===== src/rtl/nport_bus_arbiter_pkg.sv =====
// Shared types and the winner-selection helper for the N-port Sysbus arbiter.
package nport_bus_arbiter_pkg;

    localparam int unsigned MAX_PORTS  = 8;
    localparam int unsigned PTR_W      = 3;
    localparam int unsigned TAG_WR_BIT = 12;

    typedef enum logic [1:0] {
        StIdle = 2'd0,
        StReq  = 2'd1,
        StResp = 2'd2
    } arb_state_e;

    // First requesting port at or after ptr, searching upward with wrap at nports.
    function automatic int unsigned pick_winner(input logic [MAX_PORTS-1:0] req,
                                                input logic [PTR_W-1:0]     ptr,
                                                input int unsigned          nports);
        int unsigned win;
        int unsigned idx;
        logic        found;
        win   = 0;
        found = 1'b0;
        for (int unsigned i = 0; i < MAX_PORTS; i++) begin
            idx = (32'(ptr) + i) % nports;
            if (!found && (i < nports) && req[idx[PTR_W-1:0]]) begin
                win   = idx;
                found = 1'b1;
            end
        end
        return win;
    endfunction

endpackage


===== src/rtl/nport_bus_arbiter_arb_pick.sv =====
// Combinational picker: returns the winning port index for a request vector and start pointer.
module arb_pick
    import nport_bus_arbiter_pkg::*;
#(
    parameter int unsigned NPORTS = 2,
    parameter int unsigned IDX_W  = 1
) (
    input  logic [NPORTS-1:0] req,
    input  logic [IDX_W-1:0]  ptr,
    output logic [IDX_W-1:0]  winner,
    output logic              any_req
);

    logic [MAX_PORTS-1:0] req_ext;
    logic [PTR_W-1:0]     ptr_ext;

    always_comb begin
        req_ext             = '0;
        req_ext[NPORTS-1:0] = req;
        ptr_ext             = PTR_W'(ptr);
    end

    assign winner  = IDX_W'(pick_winner(req_ext, ptr_ext, NPORTS));
    assign any_req = |req;

endmodule


===== src/rtl/nport_bus_arbiter.sv =====
// N-requester Sysbus arbiter owning one whole transaction (request, write data, read response).
// Define ARB_ROUND_ROBIN_EN for round-robin arbitration; otherwise the lowest port index wins.
module nport_bus_arbiter
    import nport_bus_arbiter_pkg::*;
#(
    parameter int unsigned NPORTS     = 2,
    parameter int unsigned DATA_WIDTH = 64,
    parameter int unsigned TAG_WIDTH  = 13,
    parameter int unsigned WR_BEATS   = 8,
    parameter int unsigned RESP_BEATS = 8
) (
    input  logic                          clk,
    input  logic                          reset,
    input  logic [NPORTS-1:0]             p_reqcyc,
    input  logic [NPORTS*DATA_WIDTH-1:0]  p_req,
    input  logic [NPORTS*TAG_WIDTH-1:0]   p_reqtag,
    output logic [NPORTS-1:0]             p_reqack,
    output logic [NPORTS-1:0]             p_respcyc,
    output logic [NPORTS*DATA_WIDTH-1:0]  p_resp,
    output logic [NPORTS*TAG_WIDTH-1:0]   p_resptag,
    input  logic [NPORTS-1:0]             p_respack,
    output logic                          bus_reqcyc,
    output logic [DATA_WIDTH-1:0]         bus_req,
    output logic [TAG_WIDTH-1:0]          bus_reqtag,
    input  logic                          bus_reqack,
    input  logic                          bus_respcyc,
    input  logic [DATA_WIDTH-1:0]         bus_resp,
    input  logic [TAG_WIDTH-1:0]          bus_resptag,
    output logic                          bus_respack,
    output logic [NPORTS-1:0]             grant,
    output logic                          busy
);

    localparam int unsigned IDX_W     = $clog2(NPORTS);
    localparam int unsigned MAX_BEATS = (WR_BEATS > RESP_BEATS) ? WR_BEATS : RESP_BEATS;
    localparam int unsigned CNT_W     = $clog2(MAX_BEATS + 1);
    localparam logic [CNT_W-1:0] WrLast   = CNT_W'(WR_BEATS);
    localparam logic [CNT_W-1:0] RespLast = CNT_W'(RESP_BEATS - 1);

    arb_state_e       state_q, state_d;
    logic [IDX_W-1:0] owner_q, owner_d;
    logic [CNT_W-1:0] cnt_q, cnt_d;
    logic [IDX_W-1:0] ptr, winner;
    logic             any_req;

    logic                  own_reqcyc;
    logic [DATA_WIDTH-1:0] own_req;
    logic [TAG_WIDTH-1:0]  own_reqtag;
    logic                  req_beat, resp_beat;

    assign own_reqcyc = p_reqcyc[owner_q];
    assign own_req    = p_req[owner_q*DATA_WIDTH +: DATA_WIDTH];
    assign own_reqtag = p_reqtag[owner_q*TAG_WIDTH +: TAG_WIDTH];
    assign req_beat   = (state_q == StReq) && own_reqcyc && bus_reqack;
    assign resp_beat  = (state_q == StResp) && bus_respcyc && p_respack[owner_q];

    arb_pick #(
        .NPORTS (NPORTS),
        .IDX_W  (IDX_W)
    ) u_arb_pick (
        .req     (p_reqcyc),
        .ptr     (ptr),
        .winner  (winner),
        .any_req (any_req)
    );

`ifdef ARB_ROUND_ROBIN_EN
    logic [IDX_W-1:0] ptr_q, ptr_d;

    always_comb begin
        ptr_d = ptr_q;
        if (state_q == StIdle && any_req) begin
            ptr_d = (winner == IDX_W'(NPORTS - 1)) ? '0 : winner + IDX_W'(1);
        end
    end

    always_ff @(posedge clk or negedge reset) begin
        if (!reset) begin
            ptr_q <= '0;
        end else begin
            ptr_q <= ptr_d;
        end
    end

    assign ptr = ptr_q;
`else
    assign ptr = '0;
`endif

    always_ff @(posedge clk or negedge reset) begin
        if (!reset) begin
            state_q <= StIdle;
            owner_q <= '0;
            cnt_q   <= '0;
        end else begin
            state_q <= state_d;
            owner_q <= owner_d;
            cnt_q   <= cnt_d;
        end
    end

    // In REQ a nonzero count can only mean a write data phase: reads leave on their first beat.
    always_comb begin
        state_d = state_q;
        owner_d = owner_q;
        cnt_d   = cnt_q;
        unique case (state_q)
            StIdle: begin
                if (any_req) begin
                    owner_d = winner;
                    cnt_d   = '0;
                    state_d = StReq;
                end
            end
            StReq: begin
                if (cnt_q == '0 && !own_reqcyc) begin
                    state_d = StIdle;
                end else if (req_beat) begin
                    if (cnt_q == '0 && !own_reqtag[TAG_WIDTH-1]) begin
                        cnt_d   = '0;
                        state_d = StResp;
                    end else if (cnt_q == WrLast) begin
                        cnt_d   = '0;
                        state_d = StIdle;
                    end else begin
                        cnt_d = cnt_q + CNT_W'(1);
                    end
                end
            end
            StResp: begin
                if (resp_beat) begin
                    if (cnt_q == RespLast) begin
                        cnt_d   = '0;
                        state_d = StIdle;
                    end else begin
                        cnt_d = cnt_q + CNT_W'(1);
                    end
                end
            end
            default: state_d = StIdle;
        endcase
    end

    always_comb begin
        bus_reqcyc  = 1'b0;
        bus_req     = '0;
        bus_reqtag  = '0;
        bus_respack = 1'b0;
        p_reqack    = '0;
        p_respcyc   = '0;
        p_resp      = '0;
        p_resptag   = '0;
        grant       = '0;
        busy        = 1'b0;
        unique case (state_q)
            StReq: begin
                busy              = 1'b1;
                grant[owner_q]    = 1'b1;
                bus_reqcyc        = own_reqcyc;
                bus_req           = own_req;
                bus_reqtag        = own_reqtag;
                p_reqack[owner_q] = bus_reqack;
            end
            StResp: begin
                busy                                         = 1'b1;
                grant[owner_q]                               = 1'b1;
                p_respcyc[owner_q]                           = bus_respcyc;
                p_resp[owner_q*DATA_WIDTH +: DATA_WIDTH]     = bus_resp;
                p_resptag[owner_q*TAG_WIDTH +: TAG_WIDTH]    = bus_resptag;
                bus_respack                                  = p_respack[owner_q];
            end
            default: ;
        endcase
    end

endmodule

===== config.mk =====
export PLATFORM = sky130hd
export DESIGN_NAME = nport_bus_arbiter
export DESIGN_NICKNAME = d
export VERILOG_FILES = /design/src/rtl/nport_bus_arbiter_pkg.sv /design/src/rtl/nport_bus_arbiter_arb_pick.sv /design/src/rtl/nport_bus_arbiter.sv
export SDC_FILE = /design/constraint.sdc
export NUM_CORES = 1
export LEC_CHECK = 0
export CAP_MARGIN = 15
export CORE_AREA = 2 2 185 187
export DETAILED_ROUTE_END_ITERATION = 7
export DIE_AREA = 0 0 187 189
export GPL_ROUTABILITY_DRIVEN = 0
export PLACE_DENSITY = 0.48
export SYNTH_ARGS = -nofsm -noshare
export SYNTH_HDL_FRONTEND = slang
export SYNTH_HIERARCHICAL = 1
export SYNTH_SLANG_ARGS = --single-unit

===== constraint.sdc =====
create_clock -name clk -period 1.9 [get_ports clk]
set_input_delay 0.38 -clock clk [delete_from_list [all_inputs] [get_ports clk]]
set_output_delay 0.38 -clock clk [all_outputs]
set_load 0.02 [all_outputs]

==> flow_summary.json <==
{
  "final-setup-viol-count": 229,
  "met1_usage_pct": 14.1,
  "fmax_mhz": 467,
  "ir_worst_vdd_mv": 0.432,
  "route.antenna.remaining_nets": 0,
  "finalWorstSetupSlack_ns": -0.240,
  "wire_per_inst_um": 18.0,
  "fin_nets": 1228,
  "p_per_area_nw_per_um2": 953,
  "clockRootBuffer": "clkbuf_16",
  "hold_buffers": 0,
  "fin_worst_skew_ns": 0.00208,
  "cts_tree": "built",
  "fp-row-count": 67,
  "cts_made_buffers": 3,
  "startpoint_type": "flip-flop",
  "antenna_found_initial": 1,
  "via_per_inst": 3.72,
  "timing.critical_path.fanout_max": 5,
  "synth_top_area_share_pct": 26.0,
  "clk_latency_ns": 0.23,
  "r2r_slack_ns": -0.24,
  "io_buffers": 478,
  "cpPeakStageDelay_ns": 0.55,
  "diodes": 0,
  "leakage_uw": 0.00467,
  "grt_pass1_vias": 5266,
  "ys_ff_latch": 7,
  "use_met2_pct": 22.2,
  "syn_inst": 428,
  "cts_buffer_depth": 2,
  "n_fill_cell": 3576,
  "syn-cell-area_um2": 3040,
  "pin_count": 479,
  "start_util_pct": 9.13,
  "drc": 0,
  "slew_viol_final": 0,
  "dr.pass1.iters": 4,
  "die-area_um2": 35300,
  "fin_crit_ns": 2.14,
  "die_w_um": 187,
  "final_layout_size_suffix_gt1_share_pct": 48.3,
  "fin_area_um2": 9980,
  "grt_max_degree": 41,
  "worstPathRequired_ns": 2.01,
  "grt_pass1_wl_um": 33000,
  "placed_cells": 1359,
  "crit_family": "multiplexers",
  "min_path_type": "in2async",
  "grt_overflow_total": 0,
  "rsz0062_at_grt": "yes",
  "postSynthAreaPerCell_um2": 7.10,
  "worst-path-buf-inv": 2,
  "slowest_stage": "dfrtp_4",
  "crit_chain": "buf_12 -> buf_16 -> mux2_4 -> o31a_1 -> a211o_1 -> mux2_4",
  "synthTopCellsByArea": "mux2i_1 (26%), and2_1 (17%), and3_1 (16%)",
  "clock-sinks": 7,
  "drtIter0Drc": 169,
  "top_usage_layer": "met2",
  "final_cell_count_no_fill": 1430,
  "met3_usage_pct": 3.35,
  "areaGrowthSynthToFinish_pct": 228,
  "h-tree-depth": 1,
  "via_count": 5324,
  "clkSlewWorstSetupHoldPaths_ns": 0.04,
  "critical_path_arrival_ns": 2.25,
  "grt_usage_pct": 12.1,
  "critPathMostFrequentCell": "mux2_4",
  "ys_types": 36,
  "endpoint_kind": "flip-flop",
  "finalCritPeriodShare_pct": 113,
  "violations": "negative setup slack",
  "postPlaceCellArea_um2": 8770,
  "synthesis.nets": 673,
  "hold_viol_final": 0,
  "yosysTopAreaCell": "mux2i_1",
  "maxCapViolCount": 0,
  "yosysSeqAreaShare_pct": 5.76,
  "dp_hpwl_um": 18600,
  "drt_wl_total_um": 25800,
  "yosysWarnings": 6,
  "floorplan.die.height_um": 189,
  "fp.coreArea_um2": 33300,
  "status": "finished with violations",
  "path_class": "reg2reg"
}
stage by stage:
step,setup slack [ns],setup TNS [ns],utilization [%],hold WS (ns),power (µW)
floorplan,0.0233,0,-,0.0844,3740
global placement,-0.353,-63.36,26.4,0.576,7500
detailed placement,-0.354,-60.17,26.4,0.575,7490
CTS,-0.253,-43.38,27.4,0.437,8130
global route,-0.280,-36.99,30.0,0.449,10100
finish,-0.240,-25.03,30.0,0.420,9510
cells in the final DEF, fill, tap and decap left out, types with 4 or more instances in the layout:
master	instances
and2_1	31
and2_2	8
and2_4	42
and3_1	43
and3_4	36
buf_12	23
buf_2	39
buf_4	146
buf_6	105
buf_8	8
clkbuf_16	16
clkbuf_2	14
clkdlybuf4s15_2	4
clkdlybuf4s50_1	238
dfrtp_1	6
inv_1	6
mux2i_1	71
mux2i_2	4
mux2i_4	4
nand2_1	5
nor2_1	4
nor2b_1	75
sequential cells by signal, summed over array words and instances, names as in the netlist:
name and count:
cnt_q 4, state_q 2, owner_q 1
area by class of cell:
class,count,area (µm²),share of cell area [%]
repair buffers,595,6000,60.2
multi-input cells,367,3120,31.3
well taps,448,561,5.62
flip-flops and latches,7,179,1.79
clock buffers,4,78.8,0.790
inverters,9,36.3,0.364
worst reg2reg max path, stage by stage, from the launching register on:
cell and delay [ns]:
dfrtp_4 0.55, buf_12 0.16, buf_16 0.13, mux2_4 0.33, o31a_1 0.24, a211o_1 0.30, mux2_4 0.31
worst paths after layout:
path                                       from                     end  depth (start not counted)
setup / recovery            owner_q$_DFFE_PN0P_  state_q[0]$_DFFE_PN0P_                          6
hold / removal                            reset    cnt_q[3]$_DFFE_PN0P_                          1
setup reg to reg            owner_q$_DFFE_PN0P_  state_q[0]$_DFFE_PN0P_                          6
hold reg to reg            cnt_q[1]$_DFFE_PN0P_    cnt_q[1]$_DFFE_PN0P_                          2
max in group asynchronous                 reset     owner_q$_DFFE_PN0P_                          1
min in group clk           cnt_q[1]$_DFFE_PN0P_    cnt_q[1]$_DFFE_PN0P_                          2
cell families after synthesis:
family          after synthesis  synth area share, %
compound gates               18                 4.73
fa+ha+maj                     6                 2.47
other cells                   1                0.123
mux                          83                 27.6
flops                         7                 5.76
buf+inv                      54                 6.96
simple gates                259                 52.3
timing repair:
action,CTS,global route
gates cloned,4,18
pin swaps,5,18
buffers inserted,10,36
hold endpoints to repair,0,0
setup endpoints to repair,246,245
resized for setup,601,715
synth_stat cells:
library cell	number
and2_1	81
and3_1	79
mux2i_1	79
nor2b_1	79
clkbuf_1	35
inv_1	9
dfrtp_1	7
nor2_1	7
ha_1	6
buf_1	5
nand2_1	5
buf_2	4
o211ai_1	3
o21ai_0	3
a211o_1	2
mux2_2	2
nand2b_1	2
nand3_1	2
a21boi_1	1
a31oi_1	1
a32o_1	1
buf_4	1
conb_1	1
mux2_1	1
mux2_4	1
nand3b_1	1
o2111ai_1	1
o211a_1	1
o21a_1	1
o221ai_1	1
o221ai_2	1
o22ai_1	1
o31a_1	1
or2_1	1
or3_1	1
or4_1	1
where the power goes:
part | switching (µW) | internal (µW)
clock network | 73.5 | 279
logic | 4090 | 4810
registers | 67.5 | 197
total | 4230 | 5280
routing by layer:
layer | vias up | share of wire (%) | wire [µm]
li1 | 2564 | - | -
met1 | 2436 | 38 | 9880
met2 | 285 | 52 | 13400
met3 | 37 | 7.2 | 1860
met4 | 2 | 2.7 | 688
met5 | - | 0.027 | 7
No activity file was read; power rests on OpenSTA's default activity.
==> RTL edit (config.mk and constraints unchanged) <==
The option `ARB_ROUND_ROBIN_EN` is turned on by a define.
--- a/src/rtl/nport_bus_arbiter.sv
+++ b/src/rtl/nport_bus_arbiter.sv
@@ -2,2 +2,4 @@
 // Define ARB_ROUND_ROBIN_EN for round-robin arbitration; otherwise the lowest port index wins.
+`define ARB_ROUND_ROBIN_EN
+
 module nport_bus_arbiter
Formal check against the unedited RTL: not equivalent (a bounded check fails within 4 cycles, from zero or initial values and one cycle with reset low).
==> RTL edit against the unedited design <==
  * The run still ends with negative setup slack left
  * Wire length down 1.1%
  * Clock power up 6.0%
  * Clock skew decreased by 0.00078 ns
  * Via count shrank 1.3%
  * Sequential cell count increased by 1
  * Power is 32% higher
  * Worst hold slack gained 0.017 ns
  * Area after synthesis is 0.58% higher
  * Critical path depth unchanged
  * Final area rose by 1.7%
  * Critical path type unchanged
  * Global-route usage up 0.11 points
  * Die area stayed put
  * First-iteration DRC count shrank 44%
  * Worst setup slack better by 0.013 ns
==> RTL edit: results (changes against the unedited design) <==
[yosys]
yosys-top-cells-count=nor2b_1, and2_1, and3_1, mux2i_1, clkbuf_1
async_flop_share_pct=100  ; unchanged
syn_nets=673  ; unchanged
syn_avg_cell_area_um2=7.14  ; +0.58%
synthAdderAreaFrac_pct=2.46  ; -0.014 points
synth.area.mux_share_pct=27.1  ; -0.53 points
seq_area_frac_synth_pct=6.55  ; +0.79 points
synth-compound-area-share_pct=4.99  ; +0.26 points
yosys-top-cells-area=mux2i_1, nor2b_1, and2_1, and3_1, dfrtp_1
synth_cell_types=38  ; +5.6%
synth_top_family_by_area=simple AND/OR/NAND/NOR gates

[place]
dp_slack_ns=-0.400  ; -0.0457 ns
hpwl_mm=19.1  ; +2.8%
dpl_cell_area_mm2=0.00883  ; +0.68%
post-place-cells=1362  ; +0.22%

[global_routing]
gr-usage-met2_pct=22.6  ; +0.33 points
antenna_found_initial=0  ; -1
grt_usage_pct=12.2  ; +0.11 points
grt_pass1_wl_mm=33.4  ; +1.4%
grt_use_met1_pct=14.4  ; +0.32 points
grt_pass1_vias=5277  ; +0.21%
use_met3_pct=3.48  ; +0.13 points
grt_start_max_net_pins=47  ; +15%

[final_layout]
largestRegisters=cnt_q (4), state_q (2)
fillCellCount=3570  ; -0.17%
finalNetCount=1207  ; -1.7%
layout-drive-gt1-share_pct=52.8  ; +4.5 points

[timing]
setup_slack_ns=-0.227  ; +0.0129 ns
tns_ns=-16.03  ; +9.01 ns
final-setup-viol-count=202  ; -12%
fin_skew_ns=0.00129  ; -0.000783 ns
holdWs_ns=0.437  ; +0.0173 ns

[clock_network]
path_clk_slew_ns=0.04  ; about the same
clk_latency_ns=0.23  ; about the same
cts_setup_buffers=8  ; -2
cts_resized=780  ; +30%

[route]
wl_per_cell_um=18.1  ; +0.34%
finalWirelength_mm=25.5  ; -1.1%
top_layer_used=met4
wl_met2_mm=13.0  ; -2.8%
drt_iter0_drc=95  ; -44%
met3WireLength_mm=2.08  ; +12%
wl_met1_mm=10.1  ; +2.2%
vias_per_cell=3.73  ; +0.21%
dr.pass1.iters=4  ; unchanged

[power]
leakage_nw=4.84  ; +3.8%
ir_worst_vdd_v=0.000469  ; +8.5%
power.density_mw_per_mm2=1240  ; +30%

[setup_path]
worst-path-max-fanout=5  ; unchanged
r2r-start=owner_q$_DFFE_PN0P_

[run_status]
violations=negative setup slack
status=complete, but fails checks

RTL edit: cell types whose count changed after synthesis, moves of 2 or more:
cell      change
nor2_1        -4
a22o_1        +2
o211ai_1      -2
nor2b_1       +3
nand2_1       +2
RTL edit: power breakdown:
group	total (mW)	internal, mW	switching, mW
Combinational	11.9	6.55	5.32
Clock	0.373	0.281	0.0927
Sequential	0.307	0.238	0.0697
RTL edit: critical path, cell delays in order, from the launching register on:
cell	delay [ns]
dfrtp_4	0.51
buf_8	0.15
buf_6	0.13
mux2i_4	0.18
a221o_2	0.41
a211o_1	0.31
mux2_4	0.32
RTL edit: layout make-up:
| class | count | area share (%) |
|---|---|---|
| inverter | 8 | 0.296 |
| sequential | 8 | 2.02 |
| tap | 448 | 5.52 |
| clock buffer | 4 | 0.777 |
| multi-input combinational | 367 | 33.7 |
| timing repair buffer | 574 | 57.7 |
